[config.mk]
export PLATFORM = sky130hd
export DESIGN_NAME = byte_bus_mem_responder
export DESIGN_NICKNAME = d
export VERILOG_FILES = /design/src/rtl/byte_bus_pkg.sv /design/src/rtl/byte_bus_mem.sv /design/src/rtl/byte_bus_mem_responder.sv
export SDC_FILE = /design/constraint.sdc
export NUM_CORES = 2
export LEC_CHECK = 0
export ABC_AREA = 1
export ABC_CLOCK_PERIOD_IN_PS = 4000
export BUFFER_PORTS_ARGS = -buffer_cell sky130_fd_sc_hd__buf_2
export CAP_MARGIN = 20
export CORE_MARGIN = 1
export CORE_UTILIZATION = 45
export DETAILED_ROUTE_END_ITERATION = 10
export PLACE_DENSITY = 0.57
export SYNTH_ARGS = -nofsm -noshare
export SYNTH_HDL_FRONTEND = slang
export SYNTH_SLANG_ARGS = --single-unit
[constraint.sdc]
create_clock -name clk -period 4 [get_ports clk]
set_clock_uncertainty 0.1 [all_clocks]
set_input_delay 0.8 -clock clk [delete_from_list [all_inputs] [get_ports clk]]
set_output_delay 0.8 -clock clk [all_outputs]
set_load 0.02 [all_outputs]
[src/rtl/byte_bus_pkg.sv]
// Shared slot map and rw-flag encoding for the 10-slot byte-serial CPU bus.
// Used by both the CPU handler and the memory-side responder.
package byte_bus_pkg;

    // Slot n is the n-th cycle after the sof cycle. The sof cycle itself is slot 0.
    typedef enum logic [3:0] {
        SLOT_SOF      = 4'd0,
        SLOT_A0       = 4'd1,
        SLOT_A1       = 4'd2,
        SLOT_A2       = 4'd3,
        SLOT_A3       = 4'd4,
        SLOT_RW       = 4'd5,
        SLOT_RD_FIRST = 4'd6,
        SLOT_RD1      = 4'd7,
        SLOT_RD2      = 4'd8,
        SLOT_LAST     = 4'd9,
        SLOT_IDLE     = 4'd15
    } slot_e;

    localparam int   FRAME_LEN = 10;
    localparam logic RW_WRITE  = 1'b1;
    localparam logic RW_READ   = 1'b0;

endpackage

[src/rtl/byte_bus_mem.sv]
// Single-port word array: synchronous write, synchronous read.
// Locations not written since reset read back as INIT_WORD.
module byte_bus_mem #(
    parameter int          DEPTH     = 64,
    parameter logic [31:0] INIT_WORD = 32'h0000_0000,
    parameter int          IDX_W     = $clog2(DEPTH)
) (
    input  logic             clk,
    input  logic             rst_n,
    input  logic             we,
    input  logic             re,
    input  logic [IDX_W-1:0] addr,
    input  logic [31:0]      wdata,
    output logic [31:0]      rdata
);

    logic [31:0]      mem [DEPTH];
    logic [DEPTH-1:0] written;

    // The word array has no reset; a per-word flag stands in for an init pattern.
    always_ff @(posedge clk or negedge rst_n) begin
        if (!rst_n) begin
            written <= '0;
        end else if (we) begin
            written[addr] <= 1'b1;
        end
    end

    always_ff @(posedge clk) begin
        if (we) begin
            mem[addr] <= wdata;
        end
        if (re) begin
            rdata <= written[addr] ? mem[addr] : INIT_WORD;
        end
    end

endmodule

[src/rtl/byte_bus_mem_responder.sv]
// Memory-side responder for the 10-slot byte-serial CPU bus.
// Optional address range check: define BYTE_BUS_ADDR_CHECK_EN.
module byte_bus_mem_responder
    import byte_bus_pkg::*;
#(
    parameter int          DEPTH     = 64,
    parameter logic [31:0] INIT_WORD = 32'h0000_0000
) (
    input  logic       clk,
    input  logic       rst_n,
    input  logic       sof,
    input  logic [7:0] addr_in,
    input  logic [7:0] data_in,
    output logic [7:0] data_out,
    output logic       data_oe,
    output logic       frame_done,
    output logic       err
);

    localparam int IDX_W = $clog2(DEPTH);

    slot_e             slot_q;
    logic [31:0]       addr_q;
    logic [31:0]       wdata_q;
    logic [23:0]       rd_shift_q;
    logic [31:0]       addr_full;
    logic [31:0]       mem_rdata;
    logic [31:0]       rd_word;
    logic [IDX_W-1:0]  mem_idx;
    logic              mem_we;
    logic              mem_re;
    logic              in_range;
    logic              unused_addr_bits;

    // The memory read is launched during slot 4 with the last address byte
    // still on the lane, so the word is ready for the slot 5 edge.
    assign addr_full = {addr_in, addr_q[23:0]};
    assign mem_re    = (slot_q == SLOT_A3) && !sof;
    assign mem_idx   = (slot_q == SLOT_A3) ? addr_full[IDX_W+1:2] : addr_q[IDX_W+1:2];
    assign mem_we    = (slot_q == SLOT_RW) && !sof && (addr_in[0] == RW_WRITE) && in_range;
    assign rd_word   = in_range ? mem_rdata : 32'h0;

    assign unused_addr_bits = ^{addr_q[31:IDX_W+2], addr_q[1:0],
                                addr_full[31:IDX_W+2], addr_full[1:0]};

`ifdef BYTE_BUS_ADDR_CHECK_EN
    logic err_q;

    assign in_range = ((addr_q >> (IDX_W + 2)) == 32'd0) && (addr_q[1:0] == 2'b00);
    assign err      = err_q;

    always_ff @(posedge clk or negedge rst_n) begin
        if (!rst_n) begin
            err_q <= 1'b0;
        end else if ((slot_q == SLOT_RW) && !sof && !in_range) begin
            err_q <= 1'b1;
        end
    end
`else
    assign in_range = 1'b1;
    assign err      = 1'b0;
`endif

    byte_bus_mem #(
        .DEPTH     (DEPTH),
        .INIT_WORD (INIT_WORD),
        .IDX_W     (IDX_W)
    ) u_mem (
        .clk   (clk),
        .rst_n (rst_n),
        .we    (mem_we),
        .re    (mem_re),
        .addr  (mem_idx),
        .wdata (wdata_q),
        .rdata (mem_rdata)
    );

    // slot_q holds the number of the slot currently on the bus; the sof
    // cycle is slot 0, so the edge ending it moves straight to slot 1.
    always_ff @(posedge clk or negedge rst_n) begin
        if (!rst_n) begin
            slot_q     <= SLOT_IDLE;
            addr_q     <= 32'h0;
            wdata_q    <= 32'h0;
            rd_shift_q <= 24'h0;
            data_out   <= 8'h00;
            data_oe    <= 1'b0;
            frame_done <= 1'b0;
        end else begin
            frame_done <= (slot_q == SLOT_LAST);
            if (sof) begin
                slot_q     <= SLOT_A0;
                data_out   <= 8'h00;
                data_oe    <= 1'b0;
                rd_shift_q <= 24'h0;
            end else begin
                case (slot_q)
                    SLOT_A0: begin
                        addr_q[7:0]  <= addr_in;
                        wdata_q[7:0] <= data_in;
                        slot_q       <= SLOT_A1;
                    end
                    SLOT_A1: begin
                        addr_q[15:8]  <= addr_in;
                        wdata_q[15:8] <= data_in;
                        slot_q        <= SLOT_A2;
                    end
                    SLOT_A2: begin
                        addr_q[23:16]  <= addr_in;
                        wdata_q[23:16] <= data_in;
                        slot_q         <= SLOT_A3;
                    end
                    SLOT_A3: begin
                        addr_q[31:24]  <= addr_in;
                        wdata_q[31:24] <= data_in;
                        slot_q         <= SLOT_RW;
                    end
                    SLOT_RW: begin
                        slot_q <= SLOT_RD_FIRST;
                        if (addr_in[0] == RW_WRITE) begin
                            data_oe  <= 1'b0;
                            data_out <= 8'h00;
                        end else begin
                            data_oe    <= 1'b1;
                            data_out   <= rd_word[7:0];
                            rd_shift_q <= rd_word[31:8];
                        end
                    end
                    SLOT_RD_FIRST, SLOT_RD1, SLOT_RD2: begin
                        slot_q <= slot_e'(slot_q + 4'd1);
                        if (data_oe) begin
                            data_out   <= rd_shift_q[7:0];
                            rd_shift_q <= {8'h00, rd_shift_q[23:8]};
                        end
                    end
                    SLOT_LAST: begin
                        slot_q   <= SLOT_IDLE;
                        data_out <= 8'h00;
                        data_oe  <= 1'b0;
                    end
                    default: begin
                        slot_q <= SLOT_IDLE;
                    end
                endcase
            end
        end
    end

endmodule
==> flow_summary.yaml <==
sta:
  finalHoldViolCount: 0
  grt_setup_unrepaired: "no"
  timing.hold.ws_ns: 0.134
  fmax_ghz: 0.293
  final.period_utilization_pct: 85.3
  drv_slew: 0
  worstMarginPinSlew_ns: 1.17
  setup_viol: 0
  layout_min_cycle_time_ns: 3.41
  maxSlewHeadroom_pct: 22.2
  fin_setup_tns_ns: 0
  setup_slack_ns: 0.590
route:
  first_pass_iters: 8
  wl_per_cell_um: 20.6
  vias: 61567
  initialDrtViolationCount: 5920
  via_per_inst: 4.97
  finalWirelength_um: 255000
  antenna_left: 0
  drc: 0
worst_setup_path:
  crit_arrival_ns: 3.78
  critPathRequiredTime_ns: 4.37
  crit_path_end_kind: "register"
  critPathKind: "reg2reg"
  worstPathMaxFanout: 32
  cp-start-kind: "register"
synthesis:
  yosys_warnings: 0
  synthesis.nets: 9293
  ys_ff_latch: 2220
  yosys.area_share.simple_pct: 18.2
  synth_xor_area_share_pct: 0.00920
  synth_cell_types: 30
  synth_area_um2: 95200
  synthAdderAreaFrac_pct: 0.0526
  synth_top_family_by_area: "simple AND/OR/NAND/NOR gates"
  synth_compound_area_share_pct: 2.52
  ys_seq_area_share_pct: 69.3
  syn_avg_cell_area_um2: 10.3
  synth_mux_area_share_pct: 0
  synthCells: 9270
floorplan:
  die_h_um: 462
  die_w_um: 462
  num_rows: 168
  design.die.area_um2: 213000
  ios: 30
  core_area_um2: 210000
  initial_utilization_pct: 45.3
pwr:
  peakVddDrop_mv: 0.713
  p_total_mw: 70.7
  static-leakage-power_nw: 47.2
  power.density_nw_per_um2: 659
clock_network:
  clock_path_buffers: 3
  post-cts-setup-buffers: 0
  cts_resized: 0
  cts_tree: "done"
  cts_buffers: 218
  cts_num_sinks: 2220
  clkTransAtPathRegs_ns: 0.06
  htreeDepth: 4
  worstSkewPairLatency_ns: 0.86
  cts_root_buffer: "clkbuf_16"
grt:
  grt_pass1_wl_um: 373000
  gr-total-overflow: 0
  grt_pass1_vias: 57972
  grt_usage_pct: 23.9
  grt_max_degree: 146
  antenna_found_initial: 7
cells_and_area:
  nNetsFinal: 9409
  synthToLayoutAreaGrowth_pct: 12.5
  utilization_pct: 51.0
  drive_above_1_share_pct: 8.93
run:
  cap_violations: 0
run_status:
  status: "completed"
placement:
  port_buffers: 27
  gp_congestion: 0.858
  pre_cts_ws_ns: 0.579
  place_hpwl_um: 144000
worst_hold_path:
  min_path_type: "in2reg"
metrics by stage:
step	cell area [um2]	std cells
after CTS	107000	12372
after detailed placement	100000	11967
after global routing	107000	12376
final	107000	12379
after floorplan	95200	9270
after global placement	100000	11966
synth_stat cells:
library cell / count / area, um2
or2_1: 5 / 31.3
o21ai_2: 1 / 8.76
or2_2: 126 / 788
a21oi_1: 7 / 35.0
nand2_2: 3 / 18.8
o22ai_2: 1 / 12.5
edfxtp_1: 2080 / 62500
nor2_2: 3 / 18.8
o21ai_0: 297 / 1490
inv_1: 1986 / 7450
ha_1: 4 / 50.1
nor2_1: 215 / 807
conb_1: 1 / 3.75
buf_1: 13 / 48.8
xnor2_1: 1 / 8.76
dfstp_2: 4 / 105
inv_2: 15 / 56.3
nand3_1: 1001 / 5010
o21ai_1: 104 / 521
clkbuf_1: 83 / 312
dfrtp_1: 136 / 3400
nor3_2: 7 / 70.1
nor3_1: 6 / 30.0
o22ai_1: 9 / 56.3
buf_4: 7 / 52.6
buf_2: 305 / 1530
nand2_1: 2811 / 10600
buf_6: 2 / 22.5
o31ai_1: 1 / 7.51
o211ai_1: 36 / 270
cells by family (layout without fill, tap and decap cells):
| logic type | count (synthesis) | count (layout) |
|---|---|---|
| simple gates | 4177 | 4177 |
| flops | 2220 | 2220 |
| xor+xnor | 1 | 1 |
| other cells | 1 | 5 |
| compound gates | 456 | 456 |
| fa+ha+maj | 4 | 4 |
| buf+inv | 2411 | 2711 |
layout by cell type (no fill, tap or decap), drive strengths merged, types with 86 or more instances in the layout:
cell type and instances:
dfrtp 136, nor2 218, nand2 2814, buf 305
clkbuf 305, nand3 1001, clkinv 86, o21ai 402
edfxtp 2080, inv 2008, or2 131
critical path, stage by stage (launching register included):
cell and delay (ns):
dfstp_2 0.56, ha_1 0.20, nand2_1 0.10, nor2_1 0.13, nand2_1 0.09, nor2_2 0.39
nand2_1 0.45, buf_4 0.34, nor2_4 0.08, buf_4 0.51
area by class of cell:
cell class                      instances  area, um2
Antenna cell                            4       10.0
Clock buffer                          305       6020
Clock inverter                         99        609
Fill cell                           18387     103000
Inverter                             2001       7530
Multi-Input combinational cell       4639      20300
Sequential cell                      2220      66000
Tap cell                             2805       3510
Timing Repair Buffer                  306       3140
metal layers:
metal  wire [um]  vias to the layer above  GRT usage (%)
met5           0                        -              0
met4        8070                        0           8.02
met3       17900                      350           3.16
met2      115000                     1978           37.5
met1      113000                    29675           34.3
li1            -                    29564              -
final timing paths:
| kind | from | endpoint | slack [ns] | cells after the start |
|---|---|---|---|---|
| worst max-delay path | slot_q[0] | u_mem.mem[31][29] | 0.59 | 9 |
| worst min-delay path | addr_in[2] | addr_q[2] | 0.13 | 3 |
| worst max register to register | slot_q[0] | u_mem.mem[31][29] | 0.59 | 9 |
| worst min register to register | u_mem.written[52] | u_mem.written[52] | 0.36 | 2 |
| max in group asynchronous | rst_n | u_mem.written[7] | 2.24 | 3 |
| min in group asynchronous | rst_n | data_out[0] | 0.52 | 2 |
registers in the layout (all words and copies together) (netlist names):
signal,flops
data_out,8
u_mem.rdata,32
u_mem.written,64
slot_q,4
frame_done,1
wdata_q,32
rd_shift_q,24
u_mem.mem,2048
addr_q,6
data_oe,1
power breakdown:
group | switching, mW | internal (mW)
clock | 8.60 | 10.7
sequential | 2.34 | 28.9
combinational | 14.8 | 5.30
total | 25.7 | 45.0
repair_timing:
item,in CTS,in global routing
hold endpoints to repair,49,0
hold buffers,1,0
endpoints found under the setup margin,0,0
Power figures use the tool's default switching activity.
